**src/rtl/axil_cmd_master_pkg.sv**
```systemverilog
// Shared types and constants for the AXI-Lite command master.
// Holds the FSM encoding, response codes and strobe width helper.
package axil_cmd_master_pkg;

   typedef enum logic [2:0] {
      ST_IDLE    = 3'd0,
      ST_WR_REQ  = 3'd1,
      ST_WR_RESP = 3'd2,
      ST_RD_REQ  = 3'd3,
      ST_RD_RESP = 3'd4,
      ST_RSP     = 3'd5
   } state_t;

   localparam int RESP_OKAY   = 0;
   localparam int RESP_SLVERR = 2;

   function automatic int strb_width(input int dw);
      return dw / 8;
   endfunction

endpackage

```
**src/rtl/axil_cmd_master.sv**
```systemverilog
// Single-outstanding command/response to AXI4-Lite master.
// One write or read is in flight at a time; all bus outputs are registered.
module axil_cmd_master
   import axil_cmd_master_pkg::*;
#(
   parameter int DATA_WIDTH = 32,
   parameter int ADDR_WIDTH = 8,
   parameter int RESP_WIDTH = 3,
   parameter int CNT_WIDTH  = 16
) (
   input  logic                                m3_axi_aclk,
   input  logic                                m3_axi_aresetn,
   input  logic                                cmd_valid,
   output logic                                cmd_ready,
   input  logic                                cmd_write,
   input  logic [ADDR_WIDTH-1:0]               cmd_addr,
   input  logic [DATA_WIDTH-1:0]               cmd_wdata,
   input  logic [strb_width(DATA_WIDTH)-1:0]   cmd_wstrb,
   output logic                                rsp_valid,
   input  logic                                rsp_ready,
   output logic                                rsp_write,
   output logic [DATA_WIDTH-1:0]               rsp_rdata,
   output logic [RESP_WIDTH-1:0]               rsp_resp,
   output logic [ADDR_WIDTH-1:0]               m3_axi_awaddr,
   output logic                                m3_axi_awvalid,
   input  logic                                m3_axi_awready,
   output logic [DATA_WIDTH-1:0]               m3_axi_wdata,
   output logic [strb_width(DATA_WIDTH)-1:0]   m3_axi_wstrb,
   output logic                                m3_axi_wvalid,
   input  logic                                m3_axi_wready,
   input  logic [RESP_WIDTH-1:0]               m3_axi_bresp,
   input  logic                                m3_axi_bvalid,
   output logic                                m3_axi_bready,
   output logic [ADDR_WIDTH-1:0]               m3_axi_araddr,
   output logic                                m3_axi_arvalid,
   input  logic                                m3_axi_arready,
   input  logic [DATA_WIDTH-1:0]               m3_axi_rdata,
   input  logic [RESP_WIDTH-1:0]               m3_axi_rresp,
   input  logic                                m3_axi_rvalid,
   output logic                                m3_axi_rready,
   output logic [CNT_WIDTH-1:0]                wr_count,
   output logic [CNT_WIDTH-1:0]                rd_count,
   output logic [CNT_WIDTH-1:0]                err_count
);

   localparam logic [RESP_WIDTH-1:0] OKAY = RESP_WIDTH'(RESP_OKAY);

   state_t state_q, state_d;
   logic   aw_done, w_done;
   logic   cmd_fire, aw_hs, w_hs, b_hs, ar_hs, r_hs;
   logic   aw_ok, w_ok;

   // Gated by reset so nothing is offered while the block is held in reset.
   assign cmd_ready = m3_axi_aresetn & (state_q == ST_IDLE);
   assign cmd_fire  = cmd_valid & cmd_ready;
   assign aw_hs     = m3_axi_awvalid & m3_axi_awready;
   assign w_hs      = m3_axi_wvalid & m3_axi_wready;
   assign b_hs      = m3_axi_bvalid & m3_axi_bready;
   assign ar_hs     = m3_axi_arvalid & m3_axi_arready;
   assign r_hs      = m3_axi_rvalid & m3_axi_rready;
   assign aw_ok     = aw_done | aw_hs;
   assign w_ok      = w_done | w_hs;

   always_ff @(posedge m3_axi_aclk or negedge m3_axi_aresetn) begin
      if (!m3_axi_aresetn) state_q <= ST_IDLE;
      else                 state_q <= state_d;
   end

   always_comb begin
      state_d = state_q;
      unique case (state_q)
         ST_IDLE:
            if (cmd_fire) state_d = cmd_write ? ST_WR_REQ : ST_RD_REQ;
         ST_WR_REQ:
            if (aw_ok && w_ok) state_d = ST_WR_RESP;
         ST_WR_RESP:
            if (b_hs) state_d = ST_RSP;
         ST_RD_REQ:
            if (ar_hs) state_d = ST_RD_RESP;
         ST_RD_RESP:
            if (r_hs) state_d = ST_RSP;
         ST_RSP:
            if (rsp_ready) state_d = ST_IDLE;
         default:
            state_d = ST_IDLE;
      endcase
   end

   always_ff @(posedge m3_axi_aclk or negedge m3_axi_aresetn) begin
      if (!m3_axi_aresetn) begin
         m3_axi_awaddr  <= '0;
         m3_axi_awvalid <= 1'b0;
         m3_axi_wdata   <= '0;
         m3_axi_wstrb   <= '0;
         m3_axi_wvalid  <= 1'b0;
         m3_axi_bready  <= 1'b0;
         m3_axi_araddr  <= '0;
         m3_axi_arvalid <= 1'b0;
         m3_axi_rready  <= 1'b0;
         aw_done        <= 1'b0;
         w_done         <= 1'b0;
         rsp_valid      <= 1'b0;
         rsp_write      <= 1'b0;
         rsp_rdata      <= '0;
         rsp_resp       <= '0;
         wr_count       <= '0;
         rd_count       <= '0;
         err_count      <= '0;
      end else begin
         unique case (state_q)
            ST_IDLE: begin
               if (cmd_fire && cmd_write) begin
                  m3_axi_awaddr  <= cmd_addr;
                  m3_axi_wdata   <= cmd_wdata;
                  m3_axi_wstrb   <= cmd_wstrb;
                  m3_axi_awvalid <= 1'b1;
                  m3_axi_wvalid  <= 1'b1;
                  aw_done        <= 1'b0;
                  w_done         <= 1'b0;
               end else if (cmd_fire) begin
                  m3_axi_araddr  <= cmd_addr;
                  m3_axi_arvalid <= 1'b1;
               end
            end
            ST_WR_REQ: begin
               if (aw_hs) begin
                  m3_axi_awvalid <= 1'b0;
                  aw_done        <= 1'b1;
               end
               if (w_hs) begin
                  m3_axi_wvalid <= 1'b0;
                  w_done        <= 1'b1;
               end
               if (aw_ok && w_ok) m3_axi_bready <= 1'b1;
            end
            ST_WR_RESP: begin
               if (b_hs) begin
                  m3_axi_bready <= 1'b0;
                  rsp_valid     <= 1'b1;
                  rsp_write     <= 1'b1;
                  rsp_rdata     <= '0;
                  rsp_resp      <= m3_axi_bresp;
                  wr_count      <= wr_count + 1'b1;
                  if (m3_axi_bresp != OKAY) err_count <= err_count + 1'b1;
               end
            end
            ST_RD_REQ: begin
               if (ar_hs) begin
                  m3_axi_arvalid <= 1'b0;
                  m3_axi_rready  <= 1'b1;
               end
            end
            ST_RD_RESP: begin
               if (r_hs) begin
                  m3_axi_rready <= 1'b0;
                  rsp_valid     <= 1'b1;
                  rsp_write     <= 1'b0;
                  rsp_rdata     <= m3_axi_rdata;
                  rsp_resp      <= m3_axi_rresp;
                  rd_count      <= rd_count + 1'b1;
                  if (m3_axi_rresp != OKAY) err_count <= err_count + 1'b1;
               end
            end
            ST_RSP: begin
               if (rsp_ready) rsp_valid <= 1'b0;
            end
            default: ;
         endcase
      end
   end

endmodule

```
**config.mk**
```make
export PLATFORM = sky130hd
export DESIGN_NAME = axil_cmd_master
export DESIGN_NICKNAME = d
export VERILOG_FILES = /design/src/rtl/axil_cmd_master_pkg.sv /design/src/rtl/axil_cmd_master.sv
export SDC_FILE = /design/constraint.sdc
export NUM_CORES = 1
export LEC_CHECK = 0
export CORE_MARGIN = 5
export CORE_UTILIZATION = 43
export DETAILED_ROUTE_END_ITERATION = 8
export GPL_ROUTABILITY_DRIVEN = 0
export PLACE_DENSITY = 0.79
export SYNTH_ARGS = -nofsm -noshare
export SYNTH_HDL_FRONTEND = slang
export SYNTH_SLANG_ARGS = --single-unit
```
**constraint.sdc**
```tcl
create_clock -name m3_axi_aclk -period 5.2 [get_ports m3_axi_aclk]
set_input_delay 0.78 -clock m3_axi_aclk [delete_from_list [all_inputs] [get_ports m3_axi_aclk]]
set_output_delay 0.78 -clock m3_axi_aclk [all_outputs]
set_load 0.02 [all_outputs]
```
# Word level (Yosys, flattened, before mapping)

Index checks and enable logic that the tools add are counted.

Add/sub/neg operators: 3
$mul: 0
Div/mod/pow operators: 0
Order comparisons: 0
Equal/unequal tests: 17
Shifts and indexed selects: 0
Muxes and demuxes: 44
Bitwise logic cells: 10
Reduce and logical (&&, ||, !) cells: 24

Operator list:

| cell                                                             | number |
|---|---|
| 16-bit 2-to-1 mux                                                | 4 |
| 32-bit 2-to-1 mux                                                | 2 |
| 32-bit one-hot mux with 2 select lines                           | 1 |
| 16-bit by 1-bit adder with 16-bit output (second input constant) | 3 |
| 16-bit one-hot mux with 2 select lines                           | 1 |
| 3-bit 2-to-1 mux                                                 | 8 |
| 2-bit != test (second input constant)                            | 11 |
| 3-bit one-hot mux with 6 select lines                            | 1 |
| 3-bit AND reduction                                              | 6 |
| 1-bit 2-to-1 mux                                                 | 16 |
| 1-bit one-hot mux with 2 select lines                            | 8 |
| 2-bit nonzero test                                               | 5 |
| 3-bit nonzero test                                               | 3 |
| 4-bit AND reduction                                              | 2 |
| 1-bit AND                                                        | 7 |
| 3-bit by 2-bit == test with 1-bit output (second input constant) | 2 |
| 3-bit == test (second input constant)                            | 2 |
| 3-bit one-hot mux with 2 select lines                            | 1 |
| 2-bit AND reduction                                              | 3 |
| 6-bit AND reduction                                              | 1 |
| 5-bit AND reduction                                              | 1 |
| 3-bit by 1-bit == test with 1-bit output (second input constant) | 1 |
| 3-bit logical NOT                                                | 1 |
| 1-bit one-hot mux with 3 select lines                            | 1 |
| 5 further kinds                                                  | 7 |

Flip-flop bits (word level): 147
Bits in latches: 0
RAM bits: 0
Bits in read-only memories: 0
Bits of input ports: 92
Output and inout bits: 143
Logic and storage cells: 117
Memories kept: 0

# Logic depth before layout (Yosys ltp)

Gate-level depths: netlist of the first run.

Word-level depth: 6
Mapped depth: 7
Gate-level depth less buffers: 5

# Worst setup path after synthesis of the first run

No wires, ideal clock.

Kind: input-to-reg
Start point: input port cmd_valid
End point: register m3_axi_wdata[0]
Setup time: 0.125 ns
Arrival: 1.848 ns
Required time: 5.075 ns
Slack: 3.227 ns
Stages: 4
Path buffers: 1
Path through: nand3_1 > nor4_4 > buf_6 > mux2_4

Cells in the longest elaborated chain, start to end: 3

RTL lines:

| what                          | line                   | text |
|---|---|---|
| start, declared               | axil_cmd_master.sv:13  | `input logic cmd_valid,` |
| 1-bit AND                     | axil_cmd_master.sv:55  | `assign cmd_fire = cmd_valid & cmd_ready;` |
| 1-bit logical AND             | axil_cmd_master.sv:112 | `if (cmd_fire && cmd_write) begin` |
| 2-bit AND reduction (no line) | --                     |  |
| end signal, assigned          | axil_cmd_master.sv:114 | `m3_axi_wdata <= cmd_wdata;` |
| end, declared                 | axil_cmd_master.sv:27  | `output logic [DATA_WIDTH-1:0] m3_axi_wdata,` |

No other way between the ends.
A chain may end at the register's enable or synchronous reset.

# Final worst setup path of the first run

Start point: register state_q[2]
End point: output port cmd_ready

Cells in the longest elaborated chain, start to end: 2

RTL lines:

| what                   | line                  | text |
|---|---|---|
| start, declared        | axil_cmd_master.sv:48 | `state_t state_q, state_d;` |
| start signal, assigned | axil_cmd_master.sv:66 | `else state_q <= state_d;` |
| 3-bit logical NOT      | axil_cmd_master.sv:54 | `assign cmd_ready = m3_axi_aresetn & (state_q == ST_IDLE);` |
| 1-bit AND              | axil_cmd_master.sv:54 |  |
| end, declared          | axil_cmd_master.sv:14 | `output logic cmd_ready,` |

No other way between the ends.

==> out/metrics.yaml, run 1 <==
power_density_nw_per_um2: 531.7
synth_edf_count: 0
cap_violations: 0
fin_tns_setup_ns: 0
track_usage_pct: 20.72
ctsRootBufferMaster: "clkbuf_16"
die_h_um: 129.7
std_cell_rows: 43
grt_max_degree: 65
multi_input_area_um2: 2322
via_per_inst: 5.209
cts_tree: "yes"
max_slew_margin_pct: 21.17
crit_family: "buffers and inverters"
post_cts_buffers: 0
period_share_pct: 57.14
ys_top_cells_by_area: "dfrtp_1 (60%), mux2_2 (7.5%), a22o_1 (4.6%)"
worstPathArrival_ns: 2.19
insertion_delay_ns: 0.42
hold_viol_final: 0
yosysTopAreaCell: "dfrtp_1"
routed_wl_um: 16810
finalCriticalPeriod_ns: 2.971
timing.rr.start: "state_q[1]"
hp-class: "in2async"
synthCells: 464
slowest_stage: "clkdlybuf4s50_1"
rsz0062_at_grt: "no"
vias: 4662
ff2ff_path_depth: 3
path_class: "reg2out"
grt_pass1_vias: 5135
crit_chain: "nor3_1 -> and2_1 -> clkdlybuf4s50_1"
ir_drop_uv: 351.1
r2r_setup_slack_ns: 2.87
die_w_um: 129.7
max_freq_ghz: 0.3365
p_leak_uw: 0.004041
ioPinCount: 235
drtPass1Iterations: 4
initial_core_util_pct: 44.03
htreeDepth: 4
cts_resized: 0
antenna_found_initial: 0
clk_pin_slew_ns: 0.06
synth_top_area_share_pct: 59.73
clock_sinks: 147
ys_seq_elements: 147
maxSlewViolCount: 0
overflow: 0
register_area_um2: 3679
fillers: 1051
clock_path_buffers: 2
drive_gt1_share_pct: 13.43
core_um2: 13990
cp_max_fo: 12
end_kind: "primary output"
hold_buffers: 0
timing.rr.end: "rsp_resp[1]"
ant_nets: 0
required_ns: 4.42
drt-initial-drc-count: 264
grt_pass1_wl_um: 27050
worst_pin_slew_ns: 1.182
status: "complete, no violations"
final_core_util_pct: 66.04
ys_types: 48
synth.most_common_cell: "dfrtp_1"
die_area_um2: 16820
routedWlPerCell_um: 18.78
path_buf_inv: 1
async_flop_share_pct: 100.0
syn-num-nets: 559
ys_warn_count: 0
synth-seq-area-share_pct: 59.73
nets: 797
cp-start-kind: "flip-flop"
numCtsBuffers: 17
finalSetupViolations: 0
num_antenna_cells: 0
drc_errors: 0
crit_path_max_incr_delay_ns: 0.61
yosys_most_used_dff: "dfrtp_1"
place_hpwl_um: 12380
portBuffers: 234
synth.avg_cell_area_um2: 13.27
synth_common_cells: "dfrtp_1 (147), mux2_2 (41), a22o_1 (32)"
syn2layout_area_growth_pct: 50.00
synth_area_um2: 6158
fin_skew_ns: 0.009309
-- routing by layer --
metal	part of all wire, %	global-route usage [%]
met4	3.3	9.474
met1	38	24.29
met3	6.5	6.801
met2	52	34.64
met5	0	0
-- area by class of cell --
cell class	count	share of cell area (%)
inverters	5	0.2032
multi-input cells	292	25.14
flip-flops and latches	147	39.82
clock buffers	21	4.984
well taps	180	2.438
clock inverters	11	1.639
repair buffers	239	25.78
-- through the flow --
step	worst slack [ns]	instances	cell area [µm²]	hold WS, ns	total power [µW]
3_5_place_dp	2.403	863	8626	0.4607	3671
3_3_place_gp	2.493	863	8626	0.4581	3621
2_1_floorplan	3.227	464	6158	0.4844	2702
6_report	2.229	895	9238	0.2423	4911
4_1_cts	2.166	895	9238	0.2350	4963
5_1_grt	2.055	895	9238	0.2478	5146
-- cells by family after synthesis --
family                     after synthesis  synth area share (%)
DFF                                    147                 59.73
AOI/OAI and AO/OA                       61                 7.477
and+or+nand+nor                        125                 12.07
adders and majority gates                3                0.6096
muxes                                   58                 11.15
buffers and inverters                   25                 2.560
xor gates and xnor gates                45                 6.400
-- registers in the layout, indices dropped and copies added (netlist names), 3 cells and up --
name,cells
rd_count,16
m3_axi_awaddr,8
err_count,16
rsp_rdata,32
wr_count,16
state_q,3
m3_axi_wdata,32
m3_axi_araddr,8
rsp_resp,3
m3_axi_wstrb,4
-- power by group --
part           leakage (µW)  total, µW  internal, µW  switching, µW
Combinational       0.00183       1880           979            900
Clock              0.000286       1260           783            476
Sequential          0.00192       1770          1510            266
Total               0.00404       4910          3270           1640
-- cell usage in the layout (no fill, tap or decap), types with 15 or more instances in the layout --
master,netlist,final
a22o_1,32,32
clkbuf_16,0,17
clkdlybuf4s50_1,0,233
dfrtp_1,147,147
mux2_2,41,41
nand2_1,30,30
nand3_1,16,16
nor2_1,18,18
nor3_1,15,15
xnor2_1,28,28
xor2_1,17,17
-- worst register-to-register path: cells and delay by family, from the launching register on --
family / cells / cell delay, ns
AOI/OAI and AO/OA: 2 / 1.16
DFF: 1 / 0.70
and+or+nand+nor: 1 / 0.30
-- worst max-delay path by stage --
stage | from | end | slack [ns] | depth (start not counted)
after floorplan | cmd_valid | m3_axi_wdata[0] | 3.23 | 4
after global placement | m3_axi_aresetn | cmd_ready | 2.49 | 3
after detailed placement | m3_axi_rvalid | rsp_resp[0] | 2.40 | 4
after CTS | state_q[1] | cmd_ready | 2.17 | 3
after global routing | state_q[1] | cmd_ready | 2.05 | 3
final | state_q[2] | cmd_ready | 2.23 | 3
(Power assumes the default switching activity.)
==> run 2: changes to the inputs <==
clock period = 2.8 ns   (was 5.2 ns; I/O delays follow)
==> run 2 against run 1 <==
  * First-iteration DRC count shrank 24%
  * Sequential power is 84% higher
  * Count of clock-buffer cells in the layout grew 4
  * Core utilization is 0.22 points lower
  * Critical path depth stayed put
  * Worst setup slack lost 1.9 ns
  * Clock skew down 0.0029 ns
  * Wire length down 1.1%
  * Global-route usage shrank 0.33 points
==> out/metrics.yaml, run 2 (synthesized netlist as in run 1, its figures left out) <==
initial_core_util_pct: 44.03  # unchanged
switching_share_pct: 33.39  # -0.044 points
power_density_nw_per_um2: 960.7  # +81%
worst_pin_slew_ns: 0.6733  # -0.5091 ns
insertion_delay_ns: 0.41  # about the same
portBuffers: 234  # unchanged
maxSlewViolCount: 0  # unchanged
final_common_cell: "clkdlybuf4s50_1"
max_slew_margin_pct: 55.11  # +34 points
nets: 802  # +0.63%
ioPinCount: 235  # unchanged
finalSetupViolations: 0  # unchanged
end_kind: "primary output"
hold_viol_final: 0  # unchanged
fin_skew_ns: 0.006456  # -0.002853 ns
crit_family: "buffers and inverters"
final_cell_mix: "clkdlybuf4s50_1 (233), dfrtp_1 (147), mux2_2 (41)"
core_um2: 13990  # unchanged
grt_pass1_wl_um: 26650  # -1.5%
drtPass1Iterations: 5  # +1
power_frac_seq_pct: 36.8  # +0.7 points
std_cell_rows: 43  # unchanged
p_leak_uw: 0.004047  # +0.15%
crit_chain: "nor3_1 -> and2_1 -> clkdlybuf4s50_1"
hold_buffers: 0  # unchanged
p_clk_share_pct: 23.3  # -2.3 points
grt_max_degree: 54  # -17%
routedWlPerCell_um: 18.48  # -1.6%
track_usage_pct: 20.39  # -0.33 points
cts_tree: "yes"
hp-class: "in2async"
path_buf_inv: 1  # unchanged
period_share_pct: 89.46
place_hpwl_um: 12500  # +1.0%
antenna_found_initial: 0  # unchanged
finalCriticalPeriod_ns: 2.505
path_class: "reg2out"
preCtsSetupSlack_ns: 0.5430  # -1.860 ns
clock_sinks: 147  # unchanged
vias: 4683  # +0.45%
die_w_um: 129.7  # unchanged
rsz0062_at_grt: "no"
cp_max_fo: 12  # unchanged
ant_nets: 0  # unchanged
grt_pass1_vias: 5109  # -0.51%
cp-start-kind: "flip-flop"
die_h_um: 129.7  # unchanged
power_switching_uw: 2953  # +80%
post_cts_buffers: 0  # unchanged
crit_path_max_incr_delay_ns: 0.64  # +0.03 ns
setup_slack_ns: 0.2951  # -1.933 ns
drive_gt1_share_pct: 13.35  # -0.075 points
drt-initial-drc-count: 200  # -24%
clock_path_buffers: 2  # unchanged
ir_drop_uv: 583.7  # +66%
use_met2_pct: 35.70  # +1.1 points
cap_violations: 0  # unchanged
grt_use_met1_pct: 22.93  # -1.4 points
busiest_layer: "met2"
status: "complete, no violations"
drc_errors: 0  # unchanged
power_frac_comb_pct: 39.9  # +1.6 points
top_regs: "m3_axi_wdata: 32 flops, rsp_rdata: 32 flops"
met3_usage_pct: 7.749  # +0.95 points
numCtsBuffers: 17  # unchanged
syn2layout_area_growth_pct: 49.49
fin_tns_setup_ns: 0  # unchanged
ctsRootBufferMaster: "clkbuf_16"
overflow: 0  # unchanged
p_int_uw: 5891  # +80%
fillers: 1061  # +0.95%
htreeDepth: 4  # unchanged
num_antenna_cells: 0  # unchanged
r2r_setup_slack_ns: 0.76  # -2.11 ns
routed_wl_um: 16620  # -1.1%
slowest_stage: "clkdlybuf4s50_1"
max_freq_ghz: 0.3992
required_ns: 2.38  # -2.04 ns
clk_pin_slew_ns: 0.06  # about the same
worstPathArrival_ns: 2.08  # -0.11 ns
die_area_um2: 16820  # unchanged
via_per_inst: 5.209  # about the same
cts_resized: 0  # unchanged
-- run 2: cell count changes in the layout (fill, tap and decap cells not counted) --
| cell | delta |
|---|---|
| clkbuf_1 | +4 |
| clkinvlp_4 | -4 |
| buf_12 | +1 |
| clkinv_4 | -1 |
| inv_6 | -2 |
| bufinv_16 | -2 |
| clkinv_2 | +4 |
| buf_4 | +4 |
-- run 2: routing by layer --
metal	vias to the layer above	wire [µm]
met1	2337	6223
met4	0	334
met3	24	1246
met2	171	8810
li1	2151	-
met5	-	0
-- run 2: worst paths after layout --
kind / startpoint / endpoint / depth (start not counted)
min in group m3_axi_aclk: rd_count[15] / rd_count[15] / 1
min reg2reg: rd_count[15] / rd_count[15] / 1
max in group asynchronous: m3_axi_aresetn / err_count[8] / 3
max reg2reg: state_q[2] / err_count[1] / 4
max: state_q[2] / cmd_ready / 3
min: m3_axi_aresetn / m3_axi_rready / 2
-- run 2: per-stage QoR --
| step | area, µm² | instances | utilization [%] | total power, µW | hold WS (ns) |
|---|---|---|---|---|---|
| 5_1_grt | 9206 | 899 | 65.81 | 9295 | 0.1753 |
| 4_1_cts | 9206 | 899 | 65.81 | 8945 | 0.1486 |
| 3_3_place_gp | 8676 | 868 | 62.02 | 6726 | 0.4576 |
| 3_5_place_dp | 8676 | 868 | 62.02 | 6833 | 0.4663 |
| 2_1_floorplan | 6158 | 464 | - | 5018 | 0.1244 |
| 6_report | 9206 | 899 | 65.81 | 8844 | 0.1297 |
-- run 2: layout make-up --
| type | instances | area (µm²) | area share [%] |
|---|---|---|---|
| Multi-Input combinational cell | 292 | 2322 | 25.22 |
| Sequential cell | 147 | 3679 | 39.96 |
| Clock buffer | 25 | 475.5 | 5.164 |
| Inverter | 5 | 18.77 | 0.2039 |
| Timing Repair Buffer | 244 | 2431 | 26.41 |
| Tap cell | 180 | 225.2 | 2.446 |
| Clock inverter | 6 | 55.05 | 0.5980 |
-- run 2: power by group through the flow --
stage	sequential (µW)	clock [µW]	combinational, µW
6_report	3250	2060	3530
5_1_grt	3350	2200	3740
4_1_cts	3260	2110	3580
3_5_place_dp	3270	0	3560
3_3_place_gp	3240	0	3490
2_1_floorplan	4010	0	1010
==> run 3: changes to the inputs <==
ABC_CLOCK_PERIOD_IN_PS = 2800   (was not set)
==> results of run 3 <==
Final layout, timing and power as in run 2 (identical DEF).
